$ cat src/rtl/sseg_scan_decoder_pkg.sv
// Shared constants and types for the seven-segment scan decoder.
package sseg_scan_decoder_pkg;

  localparam int unsigned BCD_W = 12;
  localparam int unsigned BIN_W = 10;

  // Digit strobe indices within digits_in
  localparam int unsigned DIG_ONES     = 0;
  localparam int unsigned DIG_TENS     = 1;
  localparam int unsigned DIG_HUNDREDS = 2;

  // Active-low segment patterns, bits 6:0 = g..a
  localparam logic [6:0] SSEG_0 = 7'h40;
  localparam logic [6:0] SSEG_1 = 7'h79;
  localparam logic [6:0] SSEG_2 = 7'h24;
  localparam logic [6:0] SSEG_3 = 7'h30;
  localparam logic [6:0] SSEG_4 = 7'h19;
  localparam logic [6:0] SSEG_5 = 7'h12;
  localparam logic [6:0] SSEG_6 = 7'h02;
  localparam logic [6:0] SSEG_7 = 7'h78;
  localparam logic [6:0] SSEG_8 = 7'h00;
  localparam logic [6:0] SSEG_9 = 7'h10;

  typedef enum logic [1:0] {
    StIdle    = 2'd0,
    StConvert = 2'd1,
    StDone    = 2'd2
  } conv_state_e;

  typedef struct packed {
    logic       err;
    logic [3:0] nibble;
  } digit_t;

  // Unknown patterns decode to 0 with the error bit set
  function automatic digit_t decode_sseg(input logic [6:0] seg);
    digit_t d;
    d.err    = 1'b0;
    d.nibble = 4'd0;
    case (seg)
      SSEG_0:  d.nibble = 4'd0;
      SSEG_1:  d.nibble = 4'd1;
      SSEG_2:  d.nibble = 4'd2;
      SSEG_3:  d.nibble = 4'd3;
      SSEG_4:  d.nibble = 4'd4;
      SSEG_5:  d.nibble = 4'd5;
      SSEG_6:  d.nibble = 4'd6;
      SSEG_7:  d.nibble = 4'd7;
      SSEG_8:  d.nibble = 4'd8;
      SSEG_9:  d.nibble = 4'd9;
      default: d.err    = 1'b1;
    endcase
    return d;
  endfunction

endpackage

$ cat src/rtl/sseg_scan_decoder_bcd_to_bin_seq.sv
// Sequential reverse double-dabble: 3-digit BCD to 10-bit binary in 10 shift cycles.
module bcd_to_bin_seq
  import sseg_scan_decoder_pkg::*;
(
  input  logic             clk,
  input  logic             reset,
  input  logic             start,
  input  logic [BCD_W-1:0] bcd_in,
  output logic             busy,
  output logic             done,
  output logic [BIN_W-1:0] bin_out
);

  localparam int unsigned WORK_W    = BCD_W + BIN_W;
  localparam logic [3:0]  LAST_ITER = 4'(BIN_W - 1);

  conv_state_e       state_q, state_d;
  logic [WORK_W-1:0] work_q, work_d, adj;
  logic [3:0]        iter_q, iter_d;

  // One iteration: shift right, then pull 3 out of every BCD nibble that is >= 8
  always_comb begin
    adj = work_q >> 1;
    for (int i = 0; i < 3; i++) begin
      if (adj[BIN_W + 4*i +: 4] >= 4'd8) begin
        adj[BIN_W + 4*i +: 4] = adj[BIN_W + 4*i +: 4] - 4'd3;
      end
    end
  end

  // Next-state and datapath control
  always_comb begin
    state_d = state_q;
    work_d  = work_q;
    iter_d  = iter_q;
    unique case (state_q)
      StIdle: begin
        if (start) begin
          work_d  = {bcd_in, {BIN_W{1'b0}}};
          iter_d  = 4'd0;
          state_d = StConvert;
        end
      end
      StConvert: begin
        work_d = adj;
        iter_d = iter_q + 4'd1;
        if (iter_q == LAST_ITER) begin
          state_d = StDone;
        end
      end
      StDone:  state_d = StIdle;
      default: state_d = StIdle;
    endcase
  end

  // State and work register
  always_ff @(posedge clk) begin
    if (reset) begin
      state_q <= StIdle;
      work_q  <= '0;
      iter_q  <= 4'd0;
    end else begin
      state_q <= state_d;
      work_q  <= work_d;
      iter_q  <= iter_d;
    end
  end

  assign busy    = (state_q != StIdle);
  assign done    = (state_q == StDone);
  assign bin_out = work_q[BIN_W-1:0];

endmodule

$ cat src/rtl/sseg_scan_decoder.sv
// Recovers the 3-digit value shown on a scanned seven-segment display.
module sseg_scan_decoder
  import sseg_scan_decoder_pkg::*;
#(
  parameter int unsigned STABLE_CYCLES = 4
) (
  input  logic       clk,
  input  logic       reset,
  input  logic [7:0] sseg_in,
  input  logic [3:0] digits_in,
  output logic [9:0] address_value,
  output logic       value_valid,
  output logic       pattern_error,
  output logic       range_overflow
);

  localparam logic [3:0] CAP_COUNT = 4'(STABLE_CYCLES - 1);

  logic [11:0]      sample, prev_q;
  logic [3:0]       cnt_q, cnt_d;
  logic             held_q, held_d;
  logic             same, strobe_ok, capture;
  digit_t           dec;

  logic [2:0][3:0]  slot_q, slot_d;
  logic [2:0]       err_q, err_d, mask_q, mask_d;
  logic [BCD_W-1:0] pend_bcd_q, pend_bcd_d;
  logic             pend_err_q, pend_err_d;
  logic             frame_ready_q, frame_ready_d;
  logic             conv_err_q, conv_err_d;

  logic             start, busy, done;
  logic [BIN_W-1:0] bin;

  logic [9:0]       addr_q;
  logic             valid_q, perr_q, ovf_q;

  assign sample = {digits_in, sseg_in};
  assign dec    = decode_sseg(sseg_in[6:0]);

  // Stability filter: one capture per stable run of a qualified strobe/segment pair
  always_comb begin
    same      = (sample == prev_q);
    cnt_d     = !same ? 4'd0 : ((cnt_q == 4'hF) ? cnt_q : cnt_q + 4'd1);
    strobe_ok = !digits_in[3] && (digits_in[2:0] inside {3'b001, 3'b010, 3'b100});
    capture   = same && !held_q && (cnt_d == CAP_COUNT) && strobe_ok;
    held_d    = same && (held_q || (cnt_d == CAP_COUNT));
  end

  // Frame assembly and hand-off of completed frames to the converter
  always_comb begin
    slot_d        = slot_q;
    err_d         = err_q;
    mask_d        = mask_q;
    pend_bcd_d    = pend_bcd_q;
    pend_err_d    = pend_err_q;
    start         = frame_ready_q && !busy;
    frame_ready_d = frame_ready_q && !start;
    conv_err_d    = start ? pend_err_q : conv_err_q;
    if (capture) begin
      for (int i = 0; i < 3; i++) begin
        if (digits_in[i]) begin
          slot_d[i] = dec.nibble;
          err_d[i]  = dec.err;
        end
      end
      mask_d = mask_q | digits_in[2:0];
      if (mask_d == 3'b111) begin
        // A newer frame replaces one still waiting for the converter
        pend_bcd_d    = slot_d;
        pend_err_d    = |err_d;
        frame_ready_d = 1'b1;
        mask_d        = 3'b000;
      end
    end
  end

  // Filter and frame registers
  always_ff @(posedge clk) begin
    if (reset) begin
      prev_q        <= '0;
      cnt_q         <= 4'd0;
      held_q        <= 1'b0;
      slot_q        <= '0;
      err_q         <= '0;
      mask_q        <= '0;
      pend_bcd_q    <= '0;
      pend_err_q    <= 1'b0;
      frame_ready_q <= 1'b0;
      conv_err_q    <= 1'b0;
    end else begin
      prev_q        <= sample;
      cnt_q         <= cnt_d;
      held_q        <= held_d;
      slot_q        <= slot_d;
      err_q         <= err_d;
      mask_q        <= mask_d;
      pend_bcd_q    <= pend_bcd_d;
      pend_err_q    <= pend_err_d;
      frame_ready_q <= frame_ready_d;
      conv_err_q    <= conv_err_d;
    end
  end

  bcd_to_bin_seq u_conv (
    .clk     (clk),
    .reset   (reset),
    .start   (start),
    .bcd_in  (pend_bcd_q),
    .busy    (busy),
    .done    (done),
    .bin_out (bin)
  );

  // Output registers, updated only when a conversion finishes
  always_ff @(posedge clk) begin
    if (reset) begin
      addr_q  <= '0;
      valid_q <= 1'b0;
      perr_q  <= 1'b0;
      ovf_q   <= 1'b0;
    end else begin
      valid_q <= done;
      if (done) begin
        addr_q <= bin;
        perr_q <= conv_err_q;
        ovf_q  <= (bin > 10'd511);
      end
    end
  end

  assign address_value  = addr_q;
  assign value_valid    = valid_q;
  assign pattern_error  = perr_q;
  assign range_overflow = ovf_q;

endmodule

$ cat config.mk
export PLATFORM = sky130hd
export DESIGN_NAME = sseg_scan_decoder
export DESIGN_NICKNAME = d
export VERILOG_FILES = /design/src/rtl/sseg_scan_decoder_pkg.sv /design/src/rtl/sseg_scan_decoder_bcd_to_bin_seq.sv /design/src/rtl/sseg_scan_decoder.sv
export SDC_FILE = /design/constraint.sdc
export NUM_CORES = 1
export LEC_CHECK = 0
export ABC_AREA = 1
export CORE_ASPECT_RATIO = 1.75
export CORE_MARGIN = 3
export CORE_UTILIZATION = 25
export CTS_BUF_LIST = sky130_fd_sc_hd__clkbuf_4 sky130_fd_sc_hd__clkbuf_8 sky130_fd_sc_hd__clkbuf_16
export DETAILED_ROUTE_END_ITERATION = 8
export PLACE_DENSITY = 0.47
export RECOVER_POWER = 25
export SLEW_MARGIN = 40
export SYNTH_ARGS = -nofsm -noshare
export SYNTH_HDL_FRONTEND = slang
export SYNTH_SLANG_ARGS = --single-unit
$ cat constraint.sdc
create_clock -name clk -period 1.9 [get_ports clk]
set_input_delay 0.57 -clock clk [delete_from_list [all_inputs] [get_ports clk]]
set_output_delay 0.57 -clock clk [all_outputs]
set_load 0.05 [all_outputs]
==> qor.yml <==
run_status:
  outcome: "finished clean"
timing:
  rsz0062_at_grt: "yes"
  setup_tns_ns: 0
  report.final.hold_viol_count: 0
  fin_crit_sh: 0.984
  fin_crit_ns: 1.87
  worst_pin_slew_ns: 0.485
  slew_headroom: 0.677
  drv_slew: 0
  setup_violations: 0
  fin_worst_skew_ns: 0.0109
  fmax_ghz: 0.535
pwr:
  netSwitchingFraction: 0.266
  p_clk_frac: 0.463
  p_comb_frac: 0.062
  power.density_nw_per_um2: 740
  peakVddDrop_mv: 0.387
  switching_power_mw: 1.08
  internal-power_mw: 2.97
  leakage_nw: 2.39
  pwr-share-seq: 0.475
placement:
  portBuffers: 26
  dp_cells: 819
  dp_hpwl_um: 8300
  globalplace.congestion: 0.832
synthesis:
  synth_edf_count: 0
  synthCells: 576
  syn_area_sq_um: 4060
  yosys.area.top_type: "dfxtp_1"
  async_flop_share: 0
  ys_ff_latch: 91
  yosys-top-cells-area: "dfxtp_1, nand2_1, nor2_1"
  ys.flop_type: "dfxtp_1"
  syn-mean-instance-area_sq_um: 7.06
  yosys.area.top_type_share: 0.448
  seq_area_frac_synth: 0.448
  ys_warn_count: 0
  syn_nets: 597
  ys_types: 36
worst_setup_path:
  rrSetupSlack_ns: 0.03
  crit_path_end_kind: "register"
  cp_slowest_stage_delay_ns: 0.36
  path_cells: "ha_4, inv_2, nand2_1, nand2_1, nand2_1, nor2_2, nand2_2, nor2_4, buf_6, nor2b_4, buf_12, buf_16, o21ai_0, nor2_1"
  slowest_stage: "dfxtp_4"
  r2r-start: "cnt_q[1]$_SDFF_PP0_"
  crit_arrival_ns: 2.17
  critPathRequiredTime_ns: 2.20
  reg2reg_depth: 14
  crit_path_frequent_cell: "nand2_1"
  r2r-end: "slot_q[8]$_SDFFE_PP0P_"
  cp_top_family: "simple AND/OR/NAND/NOR gates"
  timing_worst_setup_path_type: "register to register"
  worst-path-buf-inv: 4
  cp_max_fo: 5
  cp-start-kind: "register"
floorplanning:
  fp.dieW_um: 102
  fp.dieH_um: 175
  core_area_sq_um: 16000
  dieArea_sq_um: 17900
  start_util: 0.255
  io_pins: 27
  placementRows: 61
clocking:
  cts_buffers: 9
  clock-sinks: 91
  cts_tree: "built"
  clockBufferDepth: 2
  root_buffer: "clkbuf_16"
  h-tree-depth: 3
  clk_latency_ns: 0.36
  path_clk_slew_ns: 0.08
  cts_hold_buf: 0
route:
  vias_per_cell: 4.56
  num_vias: 3903
  drt-total-wl_um: 11500
  drc: 0
  wl_per_cell_um: 13.5
  drt_pass1_iterations: 4
  drt_iter0_drc: 102
  detail-route-antenna-nets: 0
grt:
  gr-usage-all-layers: 0.134
  grt_first_pass_wirelength_um: 18700
  grt_max_degree: 22
  overflow: 0
  antenna_found_initial: 0
  grt_pass1_vias: 3922
finish:
  syn2layout_area_growth_pct: 34.6
  drive_above_1_share: 0.216
  diodes: 0
  layout.cells.non_filler: 855
  final_nets: 682
  fillCellCount: 1660
worst_hold_path:
  holdPathStages: 2
  min_path_type: "register to register"
  hold_end: "conv_err_q$_SDFFE_PP0P_"
  min-delay-start: "pend_err_q$_SDFFE_PP0P_"
flow_run:
  maxCapViolCount: 0
[area by class of cell]
class,instances,area [sq um],share of cell area
sequential,91,1830,0.334
timing repair buffer,95,827,0.151
tap,189,236,0.0432
multi-input combinational,387,1970,0.360
inverter,77,292,0.0533
clock buffer,9,225,0.0412
clock inverter,7,93.8,0.0172
[layer usage]
layer  vias up  share of wire  track usage
met2        70           0.56        0.252
met3        26          0.030       0.0240
met5         -              0            0
met1      1807           0.36        0.128
li1       2000              -            -
met4         0          0.044       0.0848
[worst register-to-register path, stage by stage (launching register included)]
cell and delay, ns:
dfxtp_4 0.36, ha_4 0.16, inv_2 0.04, nand2_1 0.04, nand2_1 0.08, nand2_1 0.06
nor2_2 0.11, nand2_2 0.10, nor2_4 0.10, buf_6 0.11, nor2b_4 0.22, buf_12 0.15
buf_16 0.12, o21ai_0 0.07, nor2_1 0.09
[cells in the mapped netlist (4+ instances only)]
| master | number |
|---|---|
| nand4_1 | 5 |
| nand2_1 | 136 |
| nand3_1 | 24 |
| inv_2 | 7 |
| o21ai_0 | 46 |
| clkbuf_1 | 13 |
| ha_1 | 7 |
| xnor2_1 | 4 |
| dfxtp_1 | 91 |
| o32ai_1 | 9 |
| inv_1 | 69 |
| nor2_1 | 93 |
| a21oi_1 | 30 |
[stage by stage]
step / util / setup WS [ns] / hold slack, ns / power (mW) / area [sq um]
after floorplan: - / 0.105 / 0.425 / 2.09 / 4060
after global placement: 0.302 / -0.760 / 0.441 / 2.22 / 4820
after detailed placement: 0.302 / -0.768 / 0.457 / 2.22 / 4820
after CTS: 0.338 / -0.0228 / 0.461 / 4.10 / 5400
after global routing: 0.343 / -0.0851 / 0.485 / 4.19 / 5470
final: 0.343 / 0.0296 / 0.462 / 4.05 / 5470
[power groups by stage]
| stage | Sequential [mW] | Combinational (mW) | Clock, mW |
|---|---|---|---|
| floorplan | 1.97 | 0.124 | 0 |
| global placement | 1.97 | 0.251 | 0 |
| detailed placement | 1.97 | 0.252 | 0 |
| CTS | 1.92 | 0.252 | 1.92 |
| global route | 1.92 | 0.279 | 1.99 |
| finish | 1.92 | 0.249 | 1.88 |
[worst max-delay path by stage]
stage               cells after the start           startpoint  slack [ns]                    endpoint
floorplan                               8         digits_in[1]        0.11  pend_bcd_q[0]$_SDFFE_PP0P_
global placement                       12         digits_in[0]       -0.76      slot_q[1]$_SDFFE_PP0P_
detailed placement                     12         digits_in[0]       -0.77      slot_q[1]$_SDFFE_PP0P_
CTS                                    15  cnt_q[1]$_SDFF_PP0_       -0.02      slot_q[9]$_SDFFE_PP0P_
global route                           14  cnt_q[1]$_SDFF_PP0_       -0.09     pend_err_q$_SDFFE_PP0P_
finish                                 14  cnt_q[1]$_SDFF_PP0_        0.03      slot_q[8]$_SDFFE_PP0P_
[flip-flops by register name, summed over array words and instances (netlist names)]
name and count:
u_conv.work_q 22, pend_bcd_q 12, prev_q 12, slot_q 12, address_value 10, cnt_q 4, u_conv.iter_q 4, err_q 3
mask_q 3, u_conv.state_q 2, conv_err_q 1, frame_ready_q 1, held_q 1, pattern_error 1, pend_err_q 1, range_overflow 1
value_valid 1
[kinds of logic after synthesis]
group	synth area share
compound gates	0.141
xor+xnor	0.0108
fa+ha+maj	0.0216
buf+inv	0.0991
flops	0.448
mux	0.00246
simple gates	0.277
[layout by cell type (no fill, tap or decap), types with 2 or more instances in the layout]
master,instances
nand2_4,2
a22oi_1,2
nor2_1,84
dfxtp_1,89
nand4_1,5
buf_16,2
buf_12,3
o21ai_0,42
o21ai_1,3
inv_1,68
clkbuf_2,3
nand3_1,23
o21a_1,2
clkbuf_16,9
o21ai_2,2
nand3_2,3
inv_2,8
dlygate4sd2_1,10
nor3_1,3
xnor2_1,4
buf_6,7
nor2_4,7
nand2_1,128
o32ai_1,9
inv_6,2
clkinv_8,4
buf_4,68
a21oi_1,29
ha_1,6
nand2_2,9
a31oi_1,3
o221ai_1,3
a221oi_1,3
nor2_2,6
[repair_timing]
| action | CTS | global route |
|---|---|---|
| setup endpoints to repair | 37 | 33 |
| gates cloned | 3 | 1 |
| endpoints found under the hold margin | 0 | 0 |
| gates resized for setup | 37 | 29 |
| buffers inserted | 17 | 1 |
| pin swaps | 11 | 16 |
Power figures use the tool's default switching activity.
